$ cat config.mk
export PLATFORM = sky130hd
export DESIGN_NAME = axis_packet_gen_flat
export DESIGN_NICKNAME = d
export VERILOG_FILES = /design/src/rtl/axis_packet_gen_if.sv /design/src/rtl/axis_packet_gen.sv /design/src/flat_wrapper.sv
export SDC_FILE = /design/constraint.sdc
export NUM_CORES = 1
export LEC_CHECK = 0
export ABC_AREA = 1
export BUFFER_PORTS_ARGS = -buffer_cell sky130_fd_sc_hd__buf_2
export CORE_ASPECT_RATIO = 0.9
export CORE_MARGIN = 5
export CORE_UTILIZATION = 50
export CTS_BUF_LIST = sky130_fd_sc_hd__clkbuf_4 sky130_fd_sc_hd__clkbuf_8
export DETAILED_ROUTE_END_ITERATION = 16
export PLACE_DENSITY = 0.8
export SETUP_SLACK_MARGIN = 0.05
export SLEW_MARGIN = 20
export SYNTH_ARGS = -nofsm -noshare
export SYNTH_HDL_FRONTEND = slang
export SYNTH_SLANG_ARGS = --single-unit
$ cat constraint.sdc
create_clock -name aclk -period 3.93 [get_ports aclk]
set_input_delay 0.393 -clock aclk [delete_from_list [all_inputs] [get_ports aclk]]
set_output_delay 0.393 -clock aclk [all_outputs]
set_load 0.005 [all_outputs]
$ cat src/rtl/axis_packet_gen_if.sv
// AXI4-Stream bundle between the packet generator and its sink.
// The master drives data/valid/last and the slave returns ready.
interface axis_packet_gen_if #(
  parameter int DATA_WIDTH = 32
);
  logic [DATA_WIDTH-1:0] tdata;
  logic                  tvalid;
  logic                  tready;
  logic                  tlast;

  modport master (
    output tdata,
    output tvalid,
    output tlast,
    input  tready
  );

  modport slave (
    input  tdata,
    input  tvalid,
    input  tlast,
    output tready
  );
endinterface

$ cat src/rtl/axis_packet_gen.sv
// AXIS test packet generator: incrementing data, tlast framing, optional gap.
// AXIS_PACKET_GEN_STALL_CNT_EN adds a saturating backpressure counter.
module axis_packet_gen #(
  parameter int DATA_WIDTH = 32,
  parameter int LEN_WIDTH  = 16,
  parameter int CNT_WIDTH  = 8,
  parameter int GAP_CYCLES = 0
) (
  input  logic                  aclk,
  input  logic                  aresetn,
  input  logic                  start,
  input  logic [DATA_WIDTH-1:0] seed,
  input  logic [LEN_WIDTH-1:0]  pkt_len,
  input  logic [CNT_WIDTH-1:0]  num_pkts,
  output logic                  busy,
  output logic                  done,
`ifdef AXIS_PACKET_GEN_STALL_CNT_EN
  output logic [31:0]           stall_cnt,
`endif
  axis_packet_gen_if.master     m_axis
);

  localparam int GW = (GAP_CYCLES > 1) ? $clog2(GAP_CYCLES) : 1;
  localparam logic [GW-1:0] GAP_LAST =
    GW'((GAP_CYCLES > 0) ? GAP_CYCLES - 1 : 0);

  typedef enum logic [1:0] {
    IDLE,
    SEND,
    GAP,
    FINISH
  } state_t;

  state_t                state_q, state_d;
  logic [DATA_WIDTH-1:0] data_q, data_d;
  logic [LEN_WIDTH-1:0]  len_q, len_d;
  logic [LEN_WIDTH-1:0]  beat_q, beat_d;
  logic [CNT_WIDTH-1:0]  num_q, num_d;
  logic [CNT_WIDTH-1:0]  pkt_q, pkt_d;
  logic [GW-1:0]         gap_q, gap_d;
  logic                  valid_q, valid_d;
  logic                  last_q, last_d;
  logic                  busy_q, busy_d;
  logic                  done_q, done_d;
  logic                  start_ok;
  logic                  accept;

  assign start_ok = start && (pkt_len != '0) && (num_pkts != '0);
  assign accept   = valid_q && m_axis.tready;

  always_ff @(posedge aclk or negedge aresetn) begin
    if (!aresetn) begin
      state_q <= IDLE;
      data_q  <= '0;
      len_q   <= '0;
      beat_q  <= '0;
      num_q   <= '0;
      pkt_q   <= '0;
      gap_q   <= '0;
      valid_q <= 1'b0;
      last_q  <= 1'b0;
      busy_q  <= 1'b0;
      done_q  <= 1'b0;
    end else begin
      state_q <= state_d;
      data_q  <= data_d;
      len_q   <= len_d;
      beat_q  <= beat_d;
      num_q   <= num_d;
      pkt_q   <= pkt_d;
      gap_q   <= gap_d;
      valid_q <= valid_d;
      last_q  <= last_d;
      busy_q  <= busy_d;
      done_q  <= done_d;
    end
  end

  always_comb begin
    state_d = state_q;
    data_d  = data_q;
    len_d   = len_q;
    beat_d  = beat_q;
    num_d   = num_q;
    pkt_d   = pkt_q;
    gap_d   = gap_q;
    valid_d = valid_q;
    last_d  = last_q;
    busy_d  = busy_q;
    done_d  = 1'b0;
    unique case (state_q)
      IDLE: begin
        if (start_ok) begin
          data_d  = seed;
          len_d   = pkt_len;
          num_d   = num_pkts;
          beat_d  = '0;
          pkt_d   = '0;
          gap_d   = '0;
          valid_d = 1'b1;
          last_d  = (pkt_len == LEN_WIDTH'(1));
          busy_d  = 1'b1;
          state_d = SEND;
        end
      end
      SEND: begin
        if (accept) begin
          data_d = data_q + DATA_WIDTH'(1);
          if (last_q) begin
            beat_d = '0;
            if (pkt_q == num_q - CNT_WIDTH'(1)) begin
              valid_d = 1'b0;
              last_d  = 1'b0;
              done_d  = 1'b1;
              state_d = FINISH;
            end else begin
              pkt_d  = pkt_q + CNT_WIDTH'(1);
              last_d = (len_q == LEN_WIDTH'(1));
              if (GAP_CYCLES != 0) begin
                valid_d = 1'b0;
                gap_d   = '0;
                state_d = GAP;
              end
            end
          end else begin
            beat_d = beat_q + LEN_WIDTH'(1);
            // next beat is the last one when beat_q + 1 == len - 1
            last_d = (beat_q + LEN_WIDTH'(2) == len_q);
          end
        end
      end
      GAP: begin
        if (gap_q == GAP_LAST) begin
          valid_d = 1'b1;
          state_d = SEND;
        end else begin
          gap_d = gap_q + GW'(1);
        end
      end
      FINISH: begin
        busy_d  = 1'b0;
        state_d = IDLE;
      end
      default: state_d = IDLE;
    endcase
  end

  assign m_axis.tdata  = data_q;
  assign m_axis.tvalid = valid_q;
  assign m_axis.tlast  = last_q;
  assign busy          = busy_q;
  assign done          = done_q;

`ifdef AXIS_PACKET_GEN_STALL_CNT_EN
  logic [31:0] stall_q;

  always_ff @(posedge aclk or negedge aresetn) begin
    if (!aresetn) begin
      stall_q <= '0;
    end else if (state_q == IDLE && start_ok) begin
      stall_q <= '0;
    end else if (valid_q && !m_axis.tready && stall_q != '1) begin
      stall_q <= stall_q + 32'd1;
    end
  end

  assign stall_cnt = stall_q;
`endif

endmodule

$ cat src/flat_wrapper.sv
// flat-port wrapper written by rule: the top's interface ports become plain ports
module axis_packet_gen_flat 
#(
  parameter int DATA_WIDTH = 32,
  parameter int LEN_WIDTH  = 16,
  parameter int CNT_WIDTH  = 8,
  parameter int GAP_CYCLES = 0
)
  (aclk, aresetn, start, seed, pkt_len, num_pkts, busy, done, m_axis_tdata, m_axis_tvalid, m_axis_tlast, m_axis_tready);
  axis_packet_gen_if #(.DATA_WIDTH(DATA_WIDTH)) m_axis_i ();
  input  logic aclk;
  input  logic aresetn;
  input  logic start;
  input  logic [DATA_WIDTH-1:0] seed;
  input  logic [LEN_WIDTH-1:0] pkt_len;
  input  logic [CNT_WIDTH-1:0] num_pkts;
  output logic busy;
  output logic done;
  output wire logic [$bits(m_axis_i.tdata)-1:0] m_axis_tdata;
  output wire logic [$bits(m_axis_i.tvalid)-1:0] m_axis_tvalid;
  output wire logic [$bits(m_axis_i.tlast)-1:0] m_axis_tlast;
  input wire logic [$bits(m_axis_i.tready)-1:0] m_axis_tready;
  assign m_axis_tdata = m_axis_i.tdata;
  assign m_axis_tvalid = m_axis_i.tvalid;
  assign m_axis_tlast = m_axis_i.tlast;
  assign m_axis_i.tready = m_axis_tready;
  axis_packet_gen #(.DATA_WIDTH(DATA_WIDTH), .LEN_WIDTH(LEN_WIDTH), .CNT_WIDTH(CNT_WIDTH), .GAP_CYCLES(GAP_CYCLES)) u_core (.aclk(aclk), .aresetn(aresetn), .start(start), .seed(seed), .pkt_len(pkt_len), .num_pkts(num_pkts), .busy(busy), .done(done), .m_axis(m_axis_i));
endmodule
* Word level (Yosys, flattened, before mapping) *
Index checks and enable logic that the tools add are counted.

word-level totals
  output and inout port bits = 36
  bits in registers = 87

operators by class
  reductions and logical operators = 17
  mux-type cells = 37
  equality and inequality tests = 13
  $add $sub $neg = 6

operators with widths
  operator                                               number
  two-way mux 32 bit                                     2
  one-hot mux 32 bit (2 select lines)                    1
  two-way mux 16 bit                                     3
  adder 32 x 1 -> 32 bit (second input constant)         1
  equality test 16 x 1 -> 1 bit (second input constant)  2
  two-way mux 8 bit                                      4
  one-hot mux 16 bit (2 select lines)                    1
  adder 16 x 1 -> 16 bit (second input constant)         1
  adder 16 x 2 -> 16 bit (second input constant)         1
  equality test 16 bit                                   1
  one-hot mux 8 bit (2 select lines)                     1
  nonzero test 16 bit                                    1
  two-way mux 1 bit                                      15
  two-way mux 2 bit                                      5
  AND reduction 5 bit                                    2
  adder 8 x 1 -> 8 bit (second input constant)           1
  equality test 8 bit                                    1
  != test 2 x 1 -> 1 bit (second input constant)         4
  one-hot mux 2 bit (4 select lines)                     1
  nonzero test 8 bit                                     1
  subtractor 8 x 1 -> 8 bit (second input constant)      1
  one-hot mux 1 bit (2 select lines)                     3
  AND reduction 2 bit                                    3
  AND reduction 6 bit                                    1
  other kinds (10)                                       16

* Logic depth before layout (Yosys ltp) *
Gate-level depths: netlist of run 1.

  depth in word-level cells = 6
  depth in mapped cells = 15

* Least setup slack after synthesis of run 1 *
No wires, ideal clock.

  path type = reg2reg
  start = register u_core.num_q[0]
  end = register u_core.pkt_q[0]
  path buffers = 1
  cell stages (with the launch flop) = 15
  arrival = 1.615 ns
  slack = 2.189 ns
  path through = dfrtp_1 -> inv_1 -> ha_1 -> nand2_1 -> nor2_2 -> nand2_1 -> nand2_1 -> nand2_1 -> nand2_1 -> nand2_1 -> nor2_1 -> nand3_1 -> nand2_2 -> buf_6 -> o21ai_0

on the way
  word-level cells in the longest chain between the ends = 4

RTL lines
  element                               line                    source
  start: declaration                    axis_packet_gen.sv:38   logic [CNT_WIDTH-1:0] num_q, num_d;
  start signal: assignment              axis_packet_gen.sv:69   num_q <= num_d;
  subtractor 8 x 1 -> 8 bit             axis_packet_gen.sv:111  if (pkt_q == num_q - CNT_WIDTH'(1)) begin
  equality test 8 bit                   axis_packet_gen.sv:111
  != test 2 bit (no source line)        -
  AND reduction 5 bit (no source line)  -
  end signal: assignment                axis_packet_gen.sv:70   pkt_q <= pkt_d;
  end: declaration                      axis_packet_gen.sv:39   logic [CNT_WIDTH-1:0] pkt_q, pkt_d;

Every way passes these cells.
A chain may end at the register's enable or synchronous reset.

* Worst setup path after layout of run 1 *
  start = register u_core.state_q[0]
  end = register u_core.data_q[24] (netlist: u_core.m_axis.tdata[24])

on the way
  word-level cells in the longest chain between the ends = 3

RTL lines
  element                                                                               line                   source
  start: declaration                                                                    axis_packet_gen.sv:34  state_t state_q, state_d;
  start signal: assignment                                                              axis_packet_gen.sv:65  state_q <= state_d;
  equality test 2 x 1 -> 1 bit / zero test 2 bit (equally long branches)                axis_packet_gen.sv:91  unique case (state_q)
  != test 2 x 1 -> 1 bit (no source line) / nonzero test 2 bit (equally long branches)  -
  AND reduction 3 bit (no source line)                                                  -
  end signal: assignment                                                                axis_packet_gen.sv:66  data_q <= data_d;
  end: declaration                                                                      axis_packet_gen.sv:35  logic [DATA_WIDTH-1:0] data_q, data_d;

Parallel ways exist; a longest one is shown, timed or not.

==> flow_summary_export.csv, run 1 <==
group,metric,value,unit
place,place_worst_setup_slack,1.50,ns
global_routing,grt_pass1_wl,25300,um
timing,final.period_utilization,0.632,
pwr,powerDensity,332,nW/um^2
floorplan,core,11400,um^2
pwr,power_leakage,3.31,nW
floorplan,die-area,13900,um^2
timing,max_freq,403,MHz
routing,drt_iter0_markers,518,
place,postPlaceCellArea,6410,um^2
timing,hold_slack,0.0634,ns
clocking,post_cts.repair.setup_buffers,0,
run,max-cap-violations,0,
critical_path,r2r_slack,1.45,ns
place,gp_congestion,0.972,
routing,first_pass_iters,5,
timing,drv_slew,0,
yosys,yosys_register_bits,86,
routing,drcViolationCount,0,
cells_and_area,fin_nets,1002,
cells_and_area,final_area,6620,um^2
routing,routedWlPerCell,13.8,um
clocking,cts.path.max_buffers,2,
cells_and_area,drive_gt1_frac,0.155,
routing,vias_per_cell,5.26,
critical_path,arrival,2.75,ns
cells_and_area,nFillCells,1095,
floorplan,ios,96,
critical_path,startpoint_type,"register",
timing,setup_slack,1.45,ns
timing,hold_viol,0,
timing,finClkSkew,0.0102,ns
clocking,htreeDepth,3,
yosys,ys_seq_area_frac,0.368,
critical_path,worstRegToRegCells,9,
floorplan,chipHeight,113,um
global_routing,grt_max_degree,56,
pwr,vdd.ir_drop.worst,249,uV
timing,rsz0062_at_grt,"no",
clocking,cts_resized,0,
global_routing,grt_antenna_before_repair,0,
yosys,postSynthAreaPerCell,6.83,um^2
timing,tns,0,ns
clocking,path_clk_slew,0.09,ns
clocking,cts_root_buf,"clkbuf_8",
yosys,synth_edf_count,0,
clocking,numCtsBuffers,9,
routing,vias,5772,
timing,slew_headroom,0.523,
global_routing,grt_pass1_vias,5319,
place,port_buffers,95,
critical_path,rr_endpoint,"u_core.m_axis.tdata[24]",
yosys,synth_warnings,0,
critical_path,crit_required,4.20,ns
clocking,numClockSinks,86,
critical_path,worstReg2RegStart,"u_core.state_q[0]",
critical_path,endpoint_kind,"register",
yosys,yosys.area.top_type_share,0.368,
yosys,synth_cell_type_count,43,
clocking,insertion_delay,0.37,ns
yosys,async_reset_ff_frac,1.00,
global_routing,grt_util_all_layers,0.224,
timing,tightestPinTransition,0.715,ns
place,dpl.hpwl,11300,um
floorplan,rows,37,
cells_and_area,area_growth,13.3,%
clocking,holdBufCountCts,0,
status,outcome,"completed",
clocking,cts_tree,"built",
cells_and_area,n_antenna_cell,0,
floorplan,die_width,124,um
yosys,synth_area_leaders,"dfrtp_1 37%, nand2_1 16%, nor2_1 6.4%, inv_1 6.1%, o21ai_0 5.2%",
cells_and_area,multi_input_area,3170,um^2
cells_and_area,regArea,2150,um^2
global_routing,overflow,0,
critical_path,worstSetupPathType,"register to register",
critical_path,worst-path-max-fanout,45,
routing,routed_wl,15200,um
worst_hold_path,hp-class,"input port to asynchronous set/reset pin",
yosys,syn_area,5840,um^2
timing,setup_viol,0,
place,place_inst,1082,
yosys,synthFlopType,"dfrtp_1",
yosys,yosysTopAreaCell,"dfrtp_1",
yosys,syn_inst,855,
floorplan,start_util,0.511,
yosys,synthesis.nets,920,
timing,period_minus_slack,2.48,ns
routing,ant_nets,0,
cells_and_area,final_cells,1098,
## metrics by stage
step,power (mW),util
after global routing,2.33,0.579
after global placement,1.55,0.561
after detailed placement,1.56,0.561
after floorplan,1.38,-
final,2.20,0.579
after CTS,2.21,0.579
## state kept, by name, indices dropped and copies added, names as in the netlist
register              flops
u_core.beat_q            16
u_core.busy               1
u_core.done               1
u_core.len_q             16
u_core.m_axis.tdata      32
u_core.m_axis.tlast       1
u_core.m_axis.tvalid      1
u_core.num_q              8
u_core.pkt_q              8
u_core.state_q            2
## critical path, stage by stage (launching register included)
cell     delay [ns]
dfrtp_1        0.67
inv_2          0.13
nor2_2         0.40
o21ai_0        0.22
nand2_1        0.20
nor2_4         0.12
buf_4          0.28
o21ai_0        0.12
nand2_1        0.06
and2_1         0.15
## worst max-delay path by stage
stage / from / endpoint / slack [ns] / cells after the start
3_5_place_dp: u_core.state_q[0] / u_core.m_axis.tdata[23] / 1.50 / 8
3_3_place_gp: u_core.state_q[0] / u_core.m_axis.tdata[24] / 1.59 / 9
5_1_grt: u_core.state_q[0] / u_core.m_axis.tdata[24] / 1.17 / 9
6_report: u_core.state_q[0] / u_core.m_axis.tdata[24] / 1.45 / 9
4_1_cts: u_core.state_q[0] / u_core.m_axis.tdata[23] / 1.48 / 8
2_1_floorplan: u_core.num_q[0] / u_core.pkt_q[0] / 2.19 / 14
## final cells by class
cell class,instances,area share
Clock inverter,7,0.0121
Inverter,100,0.0569
Sequential cell,86,0.325
Tap cell,156,0.0295
Multi-Input combinational cell,639,0.479
Timing Repair Buffer,101,0.0790
Clock buffer,9,0.0187
## cells in the mapped netlist, types with 16 or more instances
cell,n
nand3_1,45
o21ai_1,24
inv_1,95
nor2_1,100
dfrtp_1,86
xnor2_1,17
nor3_1,16
nand4_1,22
xor2_1,27
o21ai_0,61
nand2_1,254
a21oi_1,19
## placed cells by master (no fill, tap or decap), types with 2 or more instances in the layout
cell type   Yosys  routed
xor2_1         27      27
nand4_1        22      22
nor3_1         16      16
ha_1            5       5
buf_4           3       7
nand3_1        45      45
clkbuf_8        0       9
nor3_4          2       2
xnor2_1        17      17
o21ai_1        24      24
inv_1          95      95
nor2_1        100      99
nor2_4          4       5
nor2_2          9       9
nand3b_1        5       5
nand2_2         2       2
a21oi_1        19      19
o211ai_1        2       2
inv_2           3       3
o31ai_1         2       2
or2_2           3       3
nor4_1          3       3
a31oi_1         2       2
o22ai_1         3       3
clkinvlp_4      0       2
o21ai_0        61      61
xnor3_1         2       2
nand2_1       254     254
nor3_2          2       2
dfrtp_1        86      86
inv_6           0       4
buf_2          14      94
## kinds of logic after synthesis
group / Yosys count / synth area share
simple gates: 471 / 0.352
buf+inv: 130 / 0.0904
compound gates: 117 / 0.105
flops: 86 / 0.368
xor+xnor: 46 / 0.0737
fa+ha+maj: 5 / 0.0107
## power by group
group / total [mW] / internal (mW) / switching (mW) / leakage [nW]
registers: 1.10 / 0.967 / 0.131 / 1.13
logic: 0.454 / 0.198 / 0.256 / 2.09
clock network: 0.647 / 0.303 / 0.345 / 0.0973
total: 2.20 / 1.47 / 0.731 / 3.31
## layer usage
layer	global-route usage	up-vias	share of wire
met1	0.320	2638	0.45
met2	0.337	204	0.45
li1	-	2897	-
met4	0.0839	0	0.024
met5	0	-	0
met3	0.0398	33	0.067
No activity file was read; power rests on OpenSTA's default activity.
==> run 2, diff against run 1 <==
Clock period 3.93 ns to 2.3 ns, I/O delays scaled along.
==> flow_summary_export.csv, run 2 (synthesized netlist as in run 1, its figures left out) <==
group,metric,value,unit
status,outcome,"completed",
floorplan,rows,37,
clocking,post_cts.repair.setup_buffers,0,
routing,routedWlPerCell,13.8,um
critical_path,startpoint_type,"register",
pwr,vdd.ir_drop.worst,418,uV
floorplan,ios,96,
cells_and_area,utilization,0.587,
pwr,power_leakage,3.36,nW
timing,final.period_utilization,0.870,
floorplan,core,11400,um^2
routing,wl_met2,6880,um
critical_path,arrival,2.27,ns
timing,hold_viol,0,
critical_path,crit_required,2.57,ns
routing,vias,5751,
critical_path,endpoint_kind,"register",
place,dpl.hpwl,11600,um
critical_path,worst-path-max-fanout,12,
global_routing,grt_antenna_before_repair,0,
routing,routed.top_layer,"met4",
timing,max_freq,500,MHz
global_routing,grt_max_degree,55,
place,port_buffers,95,
routing,ant_nets,0,
place,postPlaceCellArea,6500,um^2
routing,first_pass_iters,5,
pwr,p_comb_frac,0.210,
timing,tns,0,ns
global_routing,grt_util_all_layers,0.229,
timing,rsz0062_at_grt,"no",
pwr,clkPwrFrac,0.287,
cells_and_area,nFillCells,1107,
place,gp_congestion,0.958,
critical_path,worstSetupPathType,"register to register",
run,max-cap-violations,0,
cells_and_area,final_cells,1107,
clocking,cts.path.max_buffers,2,
clocking,insertion_delay,0.38,ns
clocking,cts_root_buf,"clkbuf_8",
clocking,htreeDepth,3,
pwr,seqPwrFrac,0.502,
floorplan,die_width,124,um
clocking,path_clk_slew,0.09,ns
cells_and_area,fin_nets,1011,
routing,drcViolationCount,0,
pwr,intPower,2.51,mW
timing,drv_slew,0,
cells_and_area,final_cell_mix,"254 x nand2_1, 99 x nor2_1, 95 x inv_1",
cells_and_area,final_area,6710,um^2
global_routing,grt_pass1_wl,25700,um
worst_hold_path,hp-class,"input port to register",
cells_and_area,drive_gt1_frac,0.162,
cells_and_area,area_growth,14.9,%
clocking,numCtsBuffers,9,
pwr,switchingPower,1.22,mW
global_routing,overflow,0,
clocking,numClockSinks,86,
cells_and_area,regArea,2150,um^2
routing,wl_met3,1180,um
pwr,p_sw_frac,0.327,
cells_and_area,multi_input_area,3170,um^2
floorplan,chipHeight,113,um
floorplan,start_util,0.511,
cells_and_area,final_common_cell,"nand2_1",
timing,hold_slack,0.0961,ns
place,place_inst,1090,
routing,wl_met1,7030,um
clocking,cts_tree,"built",
cells_and_area,n_antenna_cell,0,
timing,setup_viol,0,
timing,tightestPinTransition,0.538,ns
routing,drt_iter0_markers,553,
pwr,powerDensity,556,nW/um^2
timing,period_minus_slack,2.00,ns
timing,slew_headroom,0.642,
floorplan,die-area,13900,um^2
routing,routed_wl,15300,um
routing,vias_per_cell,5.20,
timing,finClkSkew,0.0152,ns
cells_and_area,largest_register_ffs,32,
global_routing,grt_pass1_vias,5325,
run 2: cell count changes in the layout (fill, tap and decap cells not counted):
cell / previous run / this run
nand2_2: 2 / 1
buf_12: 0 / 2
nand2_4: 1 / 2
inv_6: 4 / 0
clkinvlp_4: 2 / 3
clkinv_2: 1 / 3
clkbuf_4: 0 / 1
dlygate4sd3_1: 0 / 1
buf_4: 7 / 13
run 2: path summary, 6_finish.rpt:
check | startpoint | end | slack (ns) | cells after the start
setup reg to reg | u_core.num_q[0] | u_core.pkt_q[7] | 0.30 | 15
max in group asynchronous | aresetn | u_core.m_axis.tdata[10] | 1.33 | 3
min in group asynchronous | aresetn | u_core.num_q[7] | 0.33 | 2
setup / recovery | u_core.num_q[0] | u_core.pkt_q[7] | 0.30 | 15
hold / removal | seed[7] | u_core.m_axis.tdata[7] | 0.1 | 3
hold reg to reg | u_core.num_q[1] | u_core.num_q[1] | 0.51 | 2
run 2: power groups by stage:
stage	clock network, mW	logic [mW]	registers (mW)
2_1_floorplan	0	0.505	1.85
3_3_place_gp	0	0.771	1.89
3_5_place_dp	0	0.784	1.90
4_1_cts	1.10	0.789	1.87
5_1_grt	1.17	0.900	1.90
6_report	1.07	0.784	1.87
run 2: timing repair:
item,4_1_cts,5_1_grt
gates resized for setup,0,1
endpoints found under the hold margin,32,0
endpoints found under the setup margin,0,5
hold buffers,1,0
run 2: final cells by class:
class                   count  area share
multi-input cells         639       0.473
flip-flops and latches     86       0.321
repair buffers            110      0.0921
inverters                 100      0.0561
well taps                 156      0.0291
clock buffers              10      0.0196
clock inverters             6     0.00932
run 2: critical path, stage by stage (launching register included):
cell and delay, ns:
dfrtp_1 0.40, inv_1 0.11, ha_1 0.19, nand2_1 0.07
nor2_2 0.13, nand2_1 0.07, nand2_1 0.07, nand2_1 0.05
nand2_1 0.05, nand2_1 0.04, nor2_1 0.14, nand3_1 0.17
nand2_4 0.17, inv_1 0.12, nand2_1 0.07, nand2_1 0.05
run 2: stage by stage:
stage | worst slack, ns | power [mW]
finish | 0.299 | 3.73
global route | 0.0523 | 3.97
detailed placement | 0.253 | 2.68
CTS | 0.237 | 3.76
global placement | 0.329 | 2.66
floorplan | 0.559 | 2.35
run 2: metal layers:
layer / up-vias / global-route usage
met3: 18 / 0.0549
met4: 0 / 0.0584
met1: 2630 / 0.323
met2: 205 / 0.353
met5: - / 0
li1: 2898 / -
==> run 3, diff against run 2 <==
Settings changed: GPL_TIMING_DRIVEN from default to 0.
==> flow_summary_export.csv, run 3 (synthesized netlist as in run 1, its figures left out) <==
group,metric,value,unit
cells_and_area,final_area,6750,um^2
timing,max_freq,480,MHz
routing,drcViolationCount,0,
routing,routed_wl,16300,um
timing,tns,0,ns
clocking,insertion_delay,0.36,ns
global_routing,grt_max_degree,49,
routing,first_pass_iters,5,
global_routing,grt_pass1_wl,27000,um
cells_and_area,nFillCells,1083,
critical_path,max_stage_delay,0.47,ns
timing,hold_viol,0,
cells_and_area,regArea,2150,um^2
clocking,path_clk_slew,0.09,ns
timing,finClkSkew,0.0121,ns
cells_and_area,drive_gt1_frac,0.165,
floorplan,start_util,0.511,
timing,slew_headroom,0.567,
routing,vias_per_cell,5.24,
critical_path,arrival,2.31,ns
cells_and_area,fin_nets,1028,
cells_and_area,final_common_cell,"nand2_1",
place,gp_congestion,0.936,
cells_and_area,utilization,0.590,
timing,rsz0062_at_grt,"yes",
place,postPlaceCellArea,6540,um^2
cells_and_area,multi_input_area,3160,um^2
routing,routedWlPerCell,14.5,um
cells_and_area,area_growth,15.5,%
cells_and_area,largest_register_ffs,32,
critical_path,cp_common_cell,"nor2_2",
timing,setup_slack,0.217,ns
critical_path,cp_slowest_cell,"dfrtp_1",
global_routing,overflow,0,
critical_path,crit_required,2.53,ns
place,port_buffers,95,
floorplan,die_width,124,um
critical_path,path_cells,"inv_2, nor2_2, inv_1, nor2_2, nor2_1, nand2_1, clkbuf_1, o21ai_0",
timing,hold_slack,0.117,ns
floorplan,die-area,13900,um^2
critical_path,worstSetupPathType,"register to register",
pwr,power_leakage,3.39,nW
routing,vias,5879,
floorplan,chipHeight,113,um
critical_path,endpoint_kind,"register",
clocking,numCtsBuffers,9,
global_routing,grt_antenna_before_repair,0,
global_routing,grt_util_all_layers,0.244,
worst_hold_path,hp-class,"input port to register",
critical_path,critPathBufInv,3,
clocking,cts_tree,"built",
routing,wl_met3,1320,um
cells_and_area,n_antenna_cell,0,
critical_path,worst-path-max-fanout,10,
place,place_worst_setup_slack,0.236,ns
run,max-cap-violations,0,
routing,drt_iter0_markers,457,
routing,wl_met1,7460,um
clocking,cts_root_buf,"clkbuf_8",
clocking,cts.path.max_buffers,2,
floorplan,core,11400,um^2
clocking,htreeDepth,3,
timing,drv_slew,0,
pwr,powerDensity,558,nW/um^2
place,dpl.hpwl,12600,um
pwr,vdd.ir_drop.worst,362,uV
clocking,numClockSinks,86,
floorplan,ios,96,
routing,routed.top_layer,"met4",
routing,wl_met2,7210,um
global_routing,grt_pass1_vias,5496,
timing,setup_viol,0,
timing,final.period_utilization,0.906,
routing,ant_nets,0,
timing,period_minus_slack,2.08,ns
status,outcome,"completed",
critical_path,startpoint_type,"register",
critical_path,critPathTopFamily,"simple AND/OR/NAND/NOR gates",
cells_and_area,final_cell_mix,"254 x nand2_1, 108 x buf_2, 99 x nor2_1",
timing,tightestPinTransition,0.649,ns
clocking,post_cts.repair.setup_buffers,0,
floorplan,rows,37,
==> run 3: cell type report <==
class,count,share of cell area
multi-input cells,639,0.469
flip-flops and latches,86,0.319
repair buffers,97,0.0764
inverters,100,0.0558
well taps,156,0.0289
plain buffers,30,0.0224
clock buffers,11,0.0215
clock inverters,4,0.00705
==> run 3: tightest hold or removal path: stages <==
cell,delay (ns)
buf_2,0.09
inv_1,0.06
o21ai_1,0.06
==> run 3: stage by stage <==
step	power, mW	instances
2_1_floorplan	2.35	855
3_3_place_gp	2.66	1106
3_5_place_dp	2.69	1107
4_1_cts	3.77	1123
5_1_grt	3.97	1123
6_report	3.76	1123
==> run 3: path summary, 6_finish.rpt <==
| kind | from | end | slack (ns) | depth (start not counted) |
|---|---|---|---|---|
| hold reg to reg | u_core.busy | u_core.busy | 0.49 | 2 |
| setup / recovery | u_core.state_q[0] | u_core.num_q[0] | 0.22 | 8 |
| setup reg to reg | u_core.state_q[0] | u_core.num_q[0] | 0.22 | 8 |
| hold / removal | num_pkts[6] | u_core.num_q[6] | 0.12 | 3 |
| min in group asynchronous | aresetn | u_core.m_axis.tdata[2] | 0.40 | 2 |
| max in group asynchronous | aresetn | u_core.beat_q[14] | 1.29 | 3 |
==> run 3: report_power, final <==
group / switching, mW / leakage [nW] / internal [mW]
Clock: 0.553 / 0.0986 / 0.535
Combinational: 0.455 / 2.17 / 0.351
Sequential: 0.216 / 1.13 / 1.65
==> run 3: what timing repair did <==
action,CTS,global route
hold buffers,1,0
resized for setup,0,1
hold endpoints to repair,38,0
endpoints found under the setup margin,0,2
==> run 3: metal layers <==
metal	track usage	vias to the layer above
met4	0.0766	0
met3	0.0418	26
li1	-	2939
met1	0.354	2679
met2	0.370	235
met5	0	-
